[config.mk]
export PLATFORM = sky130hd
export DESIGN_NAME = reset_sequencer
export DESIGN_NICKNAME = d
export VERILOG_FILES = /design/src/rtl/reset_sequencer.sv
export SDC_FILE = /design/constraint.sdc
export NUM_CORES = 1
export LEC_CHECK = 0
export BUFFER_PORTS_ARGS = -buffer_cell sky130_fd_sc_hd__buf_4
export CORE_MARGIN = 2
export CORE_UTILIZATION = 28
export DETAILED_ROUTE_END_ITERATION = 8
export PLACE_DENSITY = 0.5
export SETUP_SLACK_MARGIN = 0.15
export SYNTH_ARGS = -nofsm -noshare
export SYNTH_HDL_FRONTEND = slang
export SYNTH_SLANG_ARGS = --single-unit
[constraint.sdc]
create_clock -name iCLK -period 4.5 [get_ports iCLK]
set_clock_uncertainty 0.2 [all_clocks]
set_input_delay 1.35 -clock iCLK [delete_from_list [all_inputs] [get_ports iCLK]]
set_output_delay 1.35 -clock iCLK [all_outputs]
set_load 0.005 [all_outputs]
[src/rtl/reset_sequencer.sv]
// Multi-channel reset sequencer: holds all channel resets after power-up, system reset or a
// debounced manual press, then releases them one by one in index order with optional periodic re-reset.
module reset_sequencer #(
  parameter int          CHANNELS    = 4,
  parameter int          CNT_W       = 32,
  parameter int unsigned HOLD_CYCLES = 1024,
  parameter int unsigned STAGE_GAP   = 256,
  parameter int          DEBOUNCE    = 16
) (
  input  logic                iCLK,
  input  logic                iRST_N,
  input  logic                iManualN,
  input  logic [CNT_W-1:0]    iPeriod,
  output logic [CHANNELS-1:0] oRST_N,
  output logic                oDone,
  output logic [1:0]          oState
);

  localparam int REL_W = $clog2(CHANNELS + 1);
  localparam int DB_W  = $clog2(DEBOUNCE + 1);

  typedef enum logic [1:0] {
    S_HOLD    = 2'd0,
    S_STAGGER = 2'd1,
    S_RUN     = 2'd2
  } state_t;

  state_t              state_q, state_d;
  logic [CNT_W-1:0]    cnt_q, cnt_d;
  logic [REL_W-1:0]    rel_q, rel_d;
  logic [CHANNELS-1:0] rst_n_q, rst_n_d;
  logic                done_q, done_d;
  logic                sync1_q, sync1_d;
  logic                sync2_q, sync2_d;
  logic                man_q, man_d;
  logic [DB_W-1:0]     db_cnt_q, db_cnt_d;

  // One bit wider than cnt so the period compare never wraps.
  logic [CNT_W:0]      cnt_inc;
  logic [REL_W-1:0]    rel_inc;

  assign cnt_inc = {1'b0, cnt_q} + {{CNT_W{1'b0}}, 1'b1};
  assign rel_inc = rel_q + REL_W'(1);

  // The debounced level flips only after DEBOUNCE consecutive differing samples.
  always_comb begin
    sync1_d  = iManualN;
    sync2_d  = sync1_q;
    man_d    = man_q;
    db_cnt_d = '0;
    if (sync2_q != man_q) begin
      if (db_cnt_q == DB_W'(DEBOUNCE - 1)) begin
        man_d = sync2_q;
      end else begin
        db_cnt_d = db_cnt_q + DB_W'(1);
      end
    end
  end

  always_comb begin
    state_d = state_q;
    cnt_d   = cnt_q;
    rel_d   = rel_q;
    if (!man_q) begin
      state_d = S_HOLD;
      cnt_d   = '0;
      rel_d   = '0;
    end else begin
      case (state_q)
        S_HOLD: begin
          if (cnt_q == CNT_W'(HOLD_CYCLES - 1)) begin
            cnt_d   = '0;
            rel_d   = REL_W'(1);
            state_d = (CHANNELS == 1) ? S_RUN : S_STAGGER;
          end else begin
            cnt_d = cnt_inc[CNT_W-1:0];
          end
        end
        S_STAGGER: begin
          if (cnt_q == CNT_W'(STAGE_GAP - 1)) begin
            cnt_d = '0;
            rel_d = rel_inc;
            if (rel_inc == REL_W'(CHANNELS)) begin
              state_d = S_RUN;
            end
          end else begin
            cnt_d = cnt_inc[CNT_W-1:0];
          end
        end
        S_RUN: begin
          if (iPeriod == '0) begin
            cnt_d = '0;
          end else if (cnt_inc >= {1'b0, iPeriod}) begin
            state_d = S_HOLD;
            cnt_d   = '0;
            rel_d   = '0;
          end else begin
            cnt_d = cnt_inc[CNT_W-1:0];
          end
        end
        default: begin
          state_d = S_HOLD;
          cnt_d   = '0;
          rel_d   = '0;
        end
      endcase
    end
    done_d = (state_d == S_RUN);
    for (int k = 0; k < CHANNELS; k++) begin
      rst_n_d[k] = (int'(rel_d) > k);
    end
  end

  always_ff @(posedge iCLK) begin
    if (!iRST_N) begin
      state_q  <= S_HOLD;
      cnt_q    <= '0;
      rel_q    <= '0;
      rst_n_q  <= '0;
      done_q   <= 1'b0;
      sync1_q  <= 1'b1;
      sync2_q  <= 1'b1;
      man_q    <= 1'b1;
      db_cnt_q <= '0;
    end else begin
      state_q  <= state_d;
      cnt_q    <= cnt_d;
      rel_q    <= rel_d;
      rst_n_q  <= rst_n_d;
      done_q   <= done_d;
      sync1_q  <= sync1_d;
      sync2_q  <= sync2_d;
      man_q    <= man_d;
      db_cnt_q <= db_cnt_d;
    end
  end

  assign oRST_N = rst_n_q;
  assign oDone  = done_q;
  assign oState = state_q;

endmodule
==> flow_metrics.tcl, run 1 <==
set metrics [dict create \
    status "completed" \
    path_class "flop to flop" \
    core-area_um2 11500 \
    num_vias 2686 \
    antenna_found_initial 0 \
    slew_headroom 0.656 \
    rr_startpoint "cnt_q[0]" \
    mostFrequentLayoutCells "dfxtp_1, buf_4, inv_1" \
    cp.required_ps 4510 \
    maxCapViolCount 0 \
    cts-hold-fix-buffers 0 \
    hpwl_um 6350 \
    io_buffers 41 \
    cp-end-kind "flop" \
    rows 39 \
    timing.hold.worst.class "flop to flop" \
    crit_arrival_ps 4090 \
    slew_viol_final 0 \
    slowest_stage "or4_4" \
    finalCriticalPeriod_ps 4080 \
    viasPerCell 4.70 \
    period_share 0.907 \
    ant_nets 0 \
    post-place-ws_ps 163 \
    r2r_slack_ps 420 \
    ys_top_cells_by_area "dfxtp_1, ha_1, nor2b_1" \
    cts_sinks 50 \
    ys_types 59 \
    grt_pass1_vias 2704 \
    synthesis.nets 454 \
    dr.pass1.iters 4 \
    clk_latency_ps 290 \
    drive_gt1_frac 0.196 \
    crit_fanout 5 \
    synth.ff_latch_count 50 \
    netlist_instances 382 \
    start_util 0.289 \
    synth_edf_count 0 \
    setup_viol 0 \
    syn2layout_area_growth_pct 21.0 \
    final_nets 499 \
    hp-start "sync1_q" \
    clockBufferDepth 2 \
    ir_drop_mv 0.146 \
    cts_buffers 5 \
    die-area_um2 12700 \
    setup_slack_ps 417 \
    worstSetupStartpointType "flop" \
    fp.dieH_um 113 \
    place_area_um2 3800 \
    rsz0062_at_grt "true" \
    crit_cells 14 \
    fmax_ghz 0.245 \
    drc 0 \
    overflow 0 \
    synth.cell_area_um2 3310 \
    rr_endpoint "oRST_N[0]" \
    netlist.area_leader.share 0.302 \
    reg2reg_depth 14 \
    gp_congestion 0.838 \
    tritoncts "done" \
    final_cell_area_um2 4010 \
    final.setup.tns_ps 0 \
    cts-root-buf "clkbuf_16" \
    layout_commonest_cell "dfxtp_1" \
    diodes 0 \
    pwr_density_cell_nw_per_um2 236 \
    seq_area_frac_synth 0.302 \
    grt_max_degree 33 \
    final_util 0.350 \
    path_buf_inv 0 \
    syn_area_per_cell_um2 8.67 \
    crit_top_cell "nand2_1" \
    grt_pass1_wl_um 13500 \
    crit_path_cell_trace "nand3_1 > or4_4 > nor4_4 > and2_4 > nand2_1 > xnor2_2 > ha_1 > a21oi_1 > nand2_1 > a221oi_1 > a21oi_2 > o22ai_1 > a31oi_2 > o211ai_1" \
    die_x_um 113 \
    async_flop_share 0 \
    synthFlopType "dfxtp_1" \
    grt_usage 0.132 \
    synth.largest_area_cell "dfxtp_1" \
    whs_path_depth 1 \
    path_delay_family "compound AO/OA/AOI/OAI gates" \
    yosysWarningCount 0 \
    io_pins 42 \
    wl_per_cell_um 13.8 \
    hold_viol 0 \
    routed_wl_um 7870 \
    worst_pin_slew_ps 511 \
    power.leakage_nw 1.81 \
    drt-initial-drc-count 93 \
    max_stage_delay_ps 550 \
    holdPathEnd "sync2_q" \
    clkTransAtPathRegs_ps 70 \
    ctsHtreeMaxLevel 2 \
]
[per-stage QoR]
stage	power, mW	hold WS [ps]	std cells
after floorplan	0.493	186	382
after global placement	0.534	195	562
after detailed placement	0.535	201	562
after CTS	0.967	216	570
after global routing	0.991	228	571
final	0.947	209	571
[per-layer routing]
metal | vias to the layer above | global-route usage | wire length [um]
met5 | - | 0 | 0
li1 | 1430 | - | -
met4 | 0 | 0.0366 | 85
met2 | 28 | 0.212 | 3620
met3 | 4 | 0.0193 | 165
met1 | 1224 | 0.184 | 4000
[Yosys cell counts, types with 2 or more instances]
library cell and instances:
a211oi_1 5, a21oi_1 13, a221oi_1 2, and3_1 6, and4_1 7, buf_2 3
clkbuf_1 2, dfxtp_1 50, ha_1 37, inv_1 43, nand2_1 28, nand2b_1 2
nand3_1 15, nand3_2 2, nand4_1 12, nor2_1 26, nor2b_1 30, nor3_1 3
nor4_1 16, nor4_4 2, o211ai_1 2, o21ai_0 6, o21ai_1 2, or4_4 2
xnor2_1 17, xnor2_2 5, xor2_1 12
[power breakdown]
part,internal [mW],switching [mW],total (mW)
Combinational,0.0370,0.0387,0.0757
Sequential,0.446,0.00303,0.449
Clock,0.263,0.160,0.423
Total,0.745,0.202,0.947
[what timing repair did]
| item | 4_1_cts | 5_1_grt |
|---|---|---|
| setup buffers | 0 | 1 |
| gates resized for setup | 1 | 7 |
| setup endpoints to repair | 1 | 37 |
| pin swaps | 0 | 4 |
| endpoints found under the hold margin | 0 | 0 |
[layout make-up]
| cell class | instances | area (um2) |
|---|---|---|
| Clock buffer | 6 | 129 |
| Clock inverter | 2 | 37.5 |
| Fill cell | 1163 | 7460 |
| Inverter | 44 | 165 |
| Multi-Input combinational cell | 281 | 2140 |
| Sequential cell | 50 | 1000 |
| Tap cell | 143 | 179 |
| Timing Repair Buffer | 45 | 350 |
[state kept, by name, summed over array words and instances, names as in the netlist]
signal,count
sync2_q,1
man_q,1
sync1_q,1
db_cnt_q,5
oState,2
oRST_N,4
rel_q,3
oDone,1
cnt_q,32
[cell families (layout without fill, tap and decap cells)]
family	Yosys count	count (layout)	synth area share
adders and majority gates	37	37	0.140
AOI/OAI and AO/OA	45	45	0.0979
buffers and inverters	51	97	0.0604
muxes	1	1	0.00302
and+or+nand+nor	164	164	0.295
xor gates and xnor gates	34	34	0.101
DFF	50	50	0.302
[how the worst max path moves through the flow]
stage | from | to | slack [ps]
6_report | cnt_q[0] | oRST_N[0] | 420
5_1_grt | cnt_q[0] | oRST_N[0] | 130
4_1_cts | cnt_q[5] | oRST_N[0] | 190
3_5_place_dp | cnt_q[5] | oRST_N[0] | 160
3_3_place_gp | cnt_q[0] | oRST_N[0] | 160
2_1_floorplan | cnt_q[9] | oRST_N[0] | 720
Power figures use the tool's default switching activity.
==> run 2, diff against run 1 <==
- PLACE_DENSITY: 0.5 -> 0.52
- clock period: 4.5 -> 3.7 ns (I/O delays scaled with it)
==> run 2 against run 1 <==
Non-clock buffer count rose by 35; setup slack got worse by 390 ps; sequential share of layout area shrank 1.8 points; clock power is 25% higher; via count rose by 7.4%; combinational power increased by 33%; cell count rose by 6.1%; count of clock-buffer cells in the layout down 1; flip-flop and latch count is the same; register-to-register slack worse by 390 ps; die area unchanged; largest cell class unchanged; sequential power increased by 21%.
==> flow_metrics.tcl, run 2 (same netlist as run 1, synthesis figures left out) <==
set metrics [dict create \
    grt_pass1_vias 2872 \
    die_x_um 113 \
    status "completed" \
    power_frac_seq 0.465 \
    cts-root-buf "clkbuf_16" \
    start_util 0.289 \
    place_inst 590 \
    ant_nets 0 \
    drc 0 \
    hold_viol 0 \
    r2r_slack_ps 30 \
    final_nets 534 \
    pwr_density_cell_nw_per_um2 270 \
    power.leakage_nw 2.03 \
    dr.pass1.iters 4 \
    hpwl_um 6810 \
    top_register "cnt_q" \
    crit_arrival_ps 3640 \
    clockBufferDepth 2 \
    tritoncts "done" \
    fmax_ghz 0.272 \
    maxCapViolCount 0 \
    worstSetupStartpointType "flop" \
    clkTransAtPathRegs_ps 70 \
    io_pins 42 \
    fin_cells 606 \
    routed_wl_um 8350 \
    num_vias 2884 \
    syn2layout_area_growth_pct 31.3 \
    clk_latency_ps 290 \
    core-area_um2 11500 \
    period_share 0.993 \
    switching_share 0.223 \
    place_area_um2 4040 \
    fp.dieH_um 113 \
    switchingPower_mw 0.262 \
    timing.hold.worst.class "flop to flop" \
    grt_max_degree 33 \
    cts_sinks 50 \
    grt_pass1_wl_um 13800 \
    power_frac_clock 0.449 \
    finalCriticalPeriod_ps 3670 \
    slew_viol_final 0 \
    antenna_found_initial 0 \
    largest_reg_flops 32 \
    gp_congestion 0.840 \
    ctsHtreeMaxLevel 2 \
    io_buffers 41 \
    final_cell_area_um2 4350 \
    viasPerCell 4.76 \
    die-area_um2 12700 \
    rsz0062_at_grt "true" \
    overflow 0 \
    rows 39 \
    layout_commonest_cell "buf_4" \
    setup_viol 0 \
    cp-end-kind "flop" \
    internal_power_mw 0.912 \
    slew_headroom 0.652 \
    wl_per_cell_um 13.8 \
    diodes 0 \
    cp.required_ps 3660 \
    grt_usage 0.135 \
    final.setup.tns_ps 0 \
    cts_buffers 5 \
    drt-initial-drc-count 81 \
    mostFrequentLayoutCells "buf_4, inv_1, dfxtp_1" \
    drive_gt1_frac 0.296 \
    crit_fanout 3 \
    final_util 0.379 \
    worst_pin_slew_ps 518 \
    combPwrFrac 0.086 \
    path_class "flop to flop" \
    ir_drop_mv 0.184 \
]
-- run 2: cell count changes in the layout (fill, tap and decap cells not counted), sizes merged --
cell and change:
buf +35, clkbuf -1, clkinvlp +1
-- run 2: worst max-delay path, stage by stage, from the launching register on --
cell and delay (ps):
dfxtp_2 350, nand3_2 80, or4_4 530, nor3_4 180, nand4_1 140, xnor2_1 170, ha_1 300, nand4_1 170
nor4_2 360, nand4_1 130, o211ai_1 280, buf_4 180, o22ai_4 90, a41oi_2 260, o211ai_1 110
-- run 2: repair_timing --
item / 4_1_cts / 5_1_grt
gates resized for setup: 21 / 5
endpoints found under the hold margin: 0 / 0
pin swaps: 6 / 8
setup buffers: 5 / 3
hold buffers: 0 / 0
setup endpoints to repair: 41 / 41
-- run 2: area by class of cell --
class | instances | area [um2]
tap | 143 | 179
multi-input combinational | 281 | 2210
sequential | 50 | 1010
timing repair buffer | 80 | 613
clock inverter | 3 | 45.0
inverter | 44 | 165
clock buffer | 5 | 125
fill | 1190 | 7120
-- run 2: layer usage --
layer	track usage	routed length [um]	vias to the layer above	share of wire
li1	-	-	1495	-
met2	0.236	4030	30	0.48
met3	0.0161	217	5	0.026
met4	0.0341	99	0	0.012
met1	0.178	4010	1354	0.48
met5	0	0	-	0
-- run 2: path summary, 6_finish.rpt --
check	startpoint	depth (start not counted)	end
worst max register to register	cnt_q[1]	14	oRST_N[0]
worst min register to register	sync1_q	1	sync2_q
worst min-delay path	sync1_q	1	sync2_q
worst max-delay path	cnt_q[1]	14	oRST_N[0]
-- run 2: per-stage QoR --
step	total power, mW	setup slack, ps	hold slack (ps)
final	1.17	25.4	227
after detailed placement	0.656	-262	207
after global placement	0.654	-145	199
after floorplan	0.603	151	186
after CTS	1.20	33.7	229
after global routing	1.23	-266	246
-- run 2: power by group through the flow --
stage	logic, mW	registers [mW]	clock network [mW]
after floorplan	0.0453	0.557	0
after global placement	0.0970	0.557	0
after detailed placement	0.0991	0.557	0
after CTS	0.102	0.545	0.548
after global routing	0.115	0.546	0.565
final	0.101	0.545	0.528
